$ cat config.mk
export PLATFORM = sky130hd
export DESIGN_NAME = mem_port_arbiter
export DESIGN_NICKNAME = d
export VERILOG_FILES = /design/src/rtl/mem_port_arbiter_pkg.sv /design/src/rtl/arb_rr_pick.sv /design/src/rtl/mem_port_arbiter.sv
export SDC_FILE = /design/constraint.sdc
export NUM_CORES = 1
export LEC_CHECK = 0
export CORE_MARGIN = 2
export CORE_UTILIZATION = 39
export CTS_BUF_LIST = sky130_fd_sc_hd__clkbuf_8 sky130_fd_sc_hd__clkbuf_16
export DETAILED_ROUTE_END_ITERATION = 10
export GPL_ROUTABILITY_DRIVEN = 0
export GPL_TIMING_DRIVEN = 0
export PLACE_DENSITY = 0.78
export SYNTH_ARGS = -nofsm -noshare
export SYNTH_HDL_FRONTEND = slang
export SYNTH_SLANG_ARGS = --single-unit
$ cat constraint.sdc
create_clock -name clk -period 2.4 [get_ports clk]
set_clock_uncertainty 0.2 [all_clocks]
set_input_delay 0.72 -clock clk [delete_from_list [all_inputs] [get_ports clk]]
set_output_delay 0.72 -clock clk [all_outputs]
set_load 0.01 [all_outputs]
$ cat src/rtl/mem_port_arbiter_pkg.sv
// mem_port_arbiter_pkg: arbiter state encodings and grant IDs
package mem_port_arbiter_pkg;
  typedef enum logic [1:0] {ARB_IDLE = 2'd0, ARB_BUSY_I = 2'd1, ARB_BUSY_D = 2'd2} arb_state_t;
  typedef enum logic {GNT_I = 1'b0, GNT_D = 1'b1} gnt_t;
endpackage

$ cat src/rtl/arb_rr_pick.sv
// arb_rr_pick: 2-way round-robin picker; ports: i_elig, d_elig, last_grant -> grant_valid, grant_id
module arb_rr_pick
  import mem_port_arbiter_pkg::*;
(
  input  logic i_elig,
  input  logic d_elig,
  input  gnt_t last_grant,
  output logic grant_valid,
  output gnt_t grant_id
);
  always_comb begin
    grant_valid = i_elig | d_elig;
    grant_id    = (i_elig & d_elig) ? ((last_grant == GNT_I) ? GNT_D : GNT_I) : (i_elig ? GNT_I : GNT_D);
  end
endmodule

$ cat src/rtl/mem_port_arbiter.sv
// mem_port_arbiter: round-robin share of one memory port between fetch (i_*) and data (d_*) requesters, driving mem_*, with busy/timeout_err/num_access status
module mem_port_arbiter
  import mem_port_arbiter_pkg::*;
#(
  parameter int WORD_SIZE = 16,
  parameter int TIMEOUT   = 8
) (
  input  logic                 clk,
  input  logic                 reset_n,
  input  logic                 i_req,
  input  logic [WORD_SIZE-1:0] i_addr,
  output logic [WORD_SIZE-1:0] i_rdata,
  output logic                 i_done,
  input  logic                 d_req,
  input  logic                 d_we,
  input  logic [WORD_SIZE-1:0] d_addr,
  input  logic [WORD_SIZE-1:0] d_wdata,
  output logic [WORD_SIZE-1:0] d_rdata,
  output logic                 d_done,
  output logic                 mem_read,
  output logic                 mem_write,
  output logic [WORD_SIZE-1:0] mem_addr,
  output logic [WORD_SIZE-1:0] mem_wdata,
  input  logic [WORD_SIZE-1:0] mem_rdata,
  input  logic                 mem_ready,
  output logic                 busy,
  output logic                 timeout_err,
  output logic [WORD_SIZE-1:0] num_access
);
  localparam logic                 TO_EN   = TIMEOUT != 0;
  localparam logic [WORD_SIZE-1:0] TO_LAST = WORD_SIZE'(TIMEOUT - 1);
  arb_state_t           state, state_n;
  gnt_t                 last_grant, gid;
  logic                 gv, grant, hit, tmo, fin, we_lat;
  logic [WORD_SIZE-1:0] addr_lat, wdata_lat, wait_cnt;
  arb_rr_pick u_pick (
    .i_elig      (i_req & ~i_done),
    .d_elig      (d_req & ~d_done),
    .last_grant  (last_grant),
    .grant_valid (gv),
    .grant_id    (gid)
  );
  always_comb begin
    busy      = state != ARB_IDLE;
    grant     = ~busy & gv;
    hit       = busy & mem_ready;
    tmo       = busy & ~mem_ready & TO_EN & (wait_cnt == TO_LAST);
    fin       = hit | tmo;
    state_n   = busy ? (fin ? ARB_IDLE : state) : (gv ? ((gid == GNT_I) ? ARB_BUSY_I : ARB_BUSY_D) : ARB_IDLE);
    mem_read  = (state == ARB_BUSY_I) | ((state == ARB_BUSY_D) & ~we_lat);
    mem_write = (state == ARB_BUSY_D) & we_lat;
    mem_addr  = busy ? addr_lat : '0;
    mem_wdata = mem_write ? wdata_lat : '0;
  end
  always_ff @(posedge clk) begin
    if (!reset_n) begin
      state       <= ARB_IDLE;
      last_grant  <= GNT_D;
      addr_lat    <= '0;
      we_lat      <= 1'b0;
      wdata_lat   <= '0;
      wait_cnt    <= '0;
      i_done      <= 1'b0;
      d_done      <= 1'b0;
      i_rdata     <= '0;
      d_rdata     <= '0;
      timeout_err <= 1'b0;
      num_access  <= '0;
    end else begin
      state       <= state_n;
      i_done      <= fin & (state == ARB_BUSY_I);
      d_done      <= fin & (state == ARB_BUSY_D);
      i_rdata     <= (hit & (state == ARB_BUSY_I)) ? mem_rdata : '0;
      d_rdata     <= (hit & (state == ARB_BUSY_D) & ~we_lat) ? mem_rdata : '0;
      timeout_err <= timeout_err | tmo;
      num_access  <= num_access + WORD_SIZE'(hit);
      wait_cnt    <= busy ? wait_cnt + 1'b1 : '0;
      if (grant) begin
        last_grant <= gid;
        addr_lat   <= (gid == GNT_I) ? i_addr : d_addr;
        we_lat     <= (gid == GNT_D) & d_we;
        wdata_lat  <= (gid == GNT_D) ? d_wdata : '0;
      end
    end
  end
endmodule

==> results.txt <==
Outcome - finished with violations
Failing checks - setup timing
Nets - 670
PnR worst setup slack - -108.4 ps
Async S/R FF share, synth - 0
Seq/Total Area, Yosys - 0.5225
Clock Root Buffer - clkbuf_8
Actual slew at the worst max-slew pin - 680.4 ps
Fin. Hold Viols - 0
Die W - 104.6 um
R2r endpoint - num_access[14]
CP Capture Type - output port
Pleak - 2.341 nW
Finish-stage setup viols - 29
Final worst path period share - 1.045
Initial Util - 0.4019
Max-slew headroom - 0.5464
I/O Buffers - 155
Synth top area cells - dfxtp_1, and2_1, nand2_1
IO Count - 156
Area grow syn2layout - 54.91%
HPWL after detailed placement - 7.684 mm
First-pass GRT wire length - 16.88 mm
Starting DRT DRC Count - 148
Max-Cap Viols - 0
Worst R2R Start - state[1]
Total gr overflow - 0
CTS buffer count - 9
Post-synth cell types - 41
Via count - 3652
Vias per cell - 4.975
EDFF count, synth - 0
Tot GR Track Use - 0.1894
Highest clock rate - 398.7 MHz
Core area - 9819 um2
Clk Latency, worst-skew pair - 350 ps
# rows - 36
# diodes - 0
Post-Syn Area - 3946 um2
CP arrival - 1590 ps
Drt wl/cell - 14.64 um
Share of layout cells above drive strength 1 - 0.1947
RSZ-0062 raised after global routing - true
# DRC - 0
Cells after Synth - 420
CTS Buffer Depth - 2
Pin count of the biggest net entering global routing - 19
Worst Reg-to-Reg Cells - 11
Ys Warns - 0
Critical Path Fanout Max - 5
Top-area cell type share of the netlist area - 0.5225
Post-route minimum period - 2508 ps
CTS clock-pin slew for the worst setup and hold paths - 100 ps
Initial antenna violation count - 0
FF+latch count, synth - 103
Final Max Tran Viols - 0
Post-Syn Nets - 494
Final ANT Viol Nets - 0
Die area - 10940 um2
Dominant cell type by area after synthesis - dfxtp_1
TritonCTS Sinks - 103
Worst hold margin - 253.8 ps
Main synth FF type - dfxtp_1
End of the critical path - mem_addr[7]
TritonCTS clock tree - yes
Final TNS setup - -1499 ps
Crit path from - state[1]
Maximum VDD drop - 0.3530 mV
Die height - 104.6 um
Power per standard cell area - 576.8 nW/um2
Required time of the critical path - 1480 ps
Critical path class - reg2out
Total Routed Length - 10.75 mm
H-tree depth - 3
TritonRoute pass-1 iters - 4
Crit path launch type - flip-flop
Vias in the first global route - 3505
Post-Syn Area per Cell - 9.396 um2
Worst Hold Class - reg2reg
Worst-case register-to-register setup slack - 120 ps
worst max-delay path, cell delays in order (launching register included):
cell and delay [ps]:
dfxtp_2 330, buf_4 130, or2_4 260, buf_6 150
buf_8 120, and2_4 130, buf_6 120
cell usage in the layout, fill, tap and decap left out, types with 4 or more instances in the layout:
| cell type | Yosys | final |
|---|---|---|
| buf_4 | 0 | 6 |
| inv_6 | 0 | 4 |
| clkbuf_8 | 0 | 10 |
| clkdlybuf4s50_1 | 0 | 119 |
| and2_1 | 67 | 40 |
| nor2_1 | 32 | 31 |
| nor4_1 | 10 | 9 |
| nor3_1 | 8 | 8 |
| o21ai_0 | 23 | 22 |
| dfxtp_1 | 103 | 101 |
| nand4_1 | 8 | 8 |
| buf_6 | 2 | 30 |
| clkbuf_1 | 11 | 6 |
| and2_4 | 0 | 27 |
| xor2_1 | 6 | 6 |
| buf_2 | 4 | 12 |
| nand3_1 | 10 | 10 |
| buf_8 | 0 | 5 |
| xnor2_1 | 17 | 17 |
| a31oi_1 | 17 | 17 |
| a22o_1 | 17 | 17 |
| inv_1 | 5 | 5 |
| nand2_1 | 46 | 46 |
Yosys cell counts (5+ instances only):
library cell	n
o21ai_0	23
and2_1	67
xor2_1	6
a31oi_1	17
nand4_1	8
nor4_1	10
a22o_1	17
nand2_1	46
nor3_1	8
clkbuf_1	11
xnor2_1	17
nor2_1	32
inv_1	5
dfxtp_1	103
nand3_1	10
what timing repair did:
| action | in CTS | in global routing |
|---|---|---|
| cloned | 3 | 0 |
| pin swaps | 14 | 16 |
| hold buffers | 0 | 0 |
| setup endpoints to repair | 39 | 59 |
| setup buffers | 7 | 3 |
| resized for setup | 192 | 36 |
state kept, by name (all words and copies together), names as in the netlist:
register / flops
d_done: 1
num_access: 16
i_done: 1
d_rdata: 16
i_rdata: 16
state: 2
addr_lat: 16
wdata_lat: 16
wait_cnt: 16
timeout_err: 1
we_lat: 1
last_grant: 1
metal layers:
metal | vias to the layer above | part of all wire | GRT usage
li1 | 1785 | - | -
met1 | 1741 | 0.43 | 0.2406
met2 | 111 | 0.51 | 0.3189
met3 | 15 | 0.049 | 0.03930
met4 | 0 | 0.017 | 0.06762
met5 | - | 0 | 0
layout make-up:
type / instances / area (um2)
buffer: 16 / 106.4
clock buffer: 9 / 123.9
clock inverter: 7 / 77.57
fill: 853 / 3706
inverter: 6 / 22.52
multi-input combinational: 293 / 1891
sequential: 103 / 2064
tap: 133 / 166.4
timing repair buffer: 167 / 1662
kinds of logic (layout without fill, tap and decap cells):
logic type	count (synthesis)	after routing	synth area share
AND/OR/NAND/NOR	198	198	0.2644
flip-flops	103	103	0.5225
AO/OA/AOI/OAI	68	68	0.1214
buffers and inverters	24	205	0.02790
XOR/XNOR	23	23	0.05105
adder cells (fa/ha/maj)	4	4	0.01268
through the flow:
| stage | worst slack [ps] | area [um2] | power, mW | cells | utilization |
|---|---|---|---|---|---|
| floorplan | 111.2 | 3948 | 2.090 | 420 | - |
| global placement | -598.6 | 5665 | 2.352 | 708 | 0.5770 |
| detailed placement | -625.5 | 5665 | 2.363 | 708 | 0.5770 |
| CTS | -160.6 | 5992 | 3.530 | 734 | 0.6102 |
| global route | -167.4 | 6113 | 3.686 | 734 | 0.6226 |
| finish | -108.4 | 6113 | 3.526 | 734 | 0.6226 |
worst min-delay path by stage:
stage | startpoint | endpoint | slack, ps | cells past startpoint
after detailed placement | wait_cnt[0] | wait_cnt[0] | 240 | 1
final | wait_cnt[0] | wait_cnt[0] | 250 | 1
after global routing | wait_cnt[0] | wait_cnt[0] | 280 | 1
after CTS | wait_cnt[0] | wait_cnt[0] | 260 | 1
after floorplan | wait_cnt[0] | wait_cnt[0] | 220 | 1
after global placement | wait_cnt[0] | wait_cnt[0] | 230 | 1
where the power goes:
| group | switching [mW] | leakage (nW) | internal, mW |
|---|---|---|---|
| clock network | 0.617 | 0.101 | 0.496 |
| registers | 0.0441 | 0.838 | 1.79 |
| logic | 0.258 | 1.40 | 0.323 |
No activity file was read; power rests on OpenSTA's default activity.
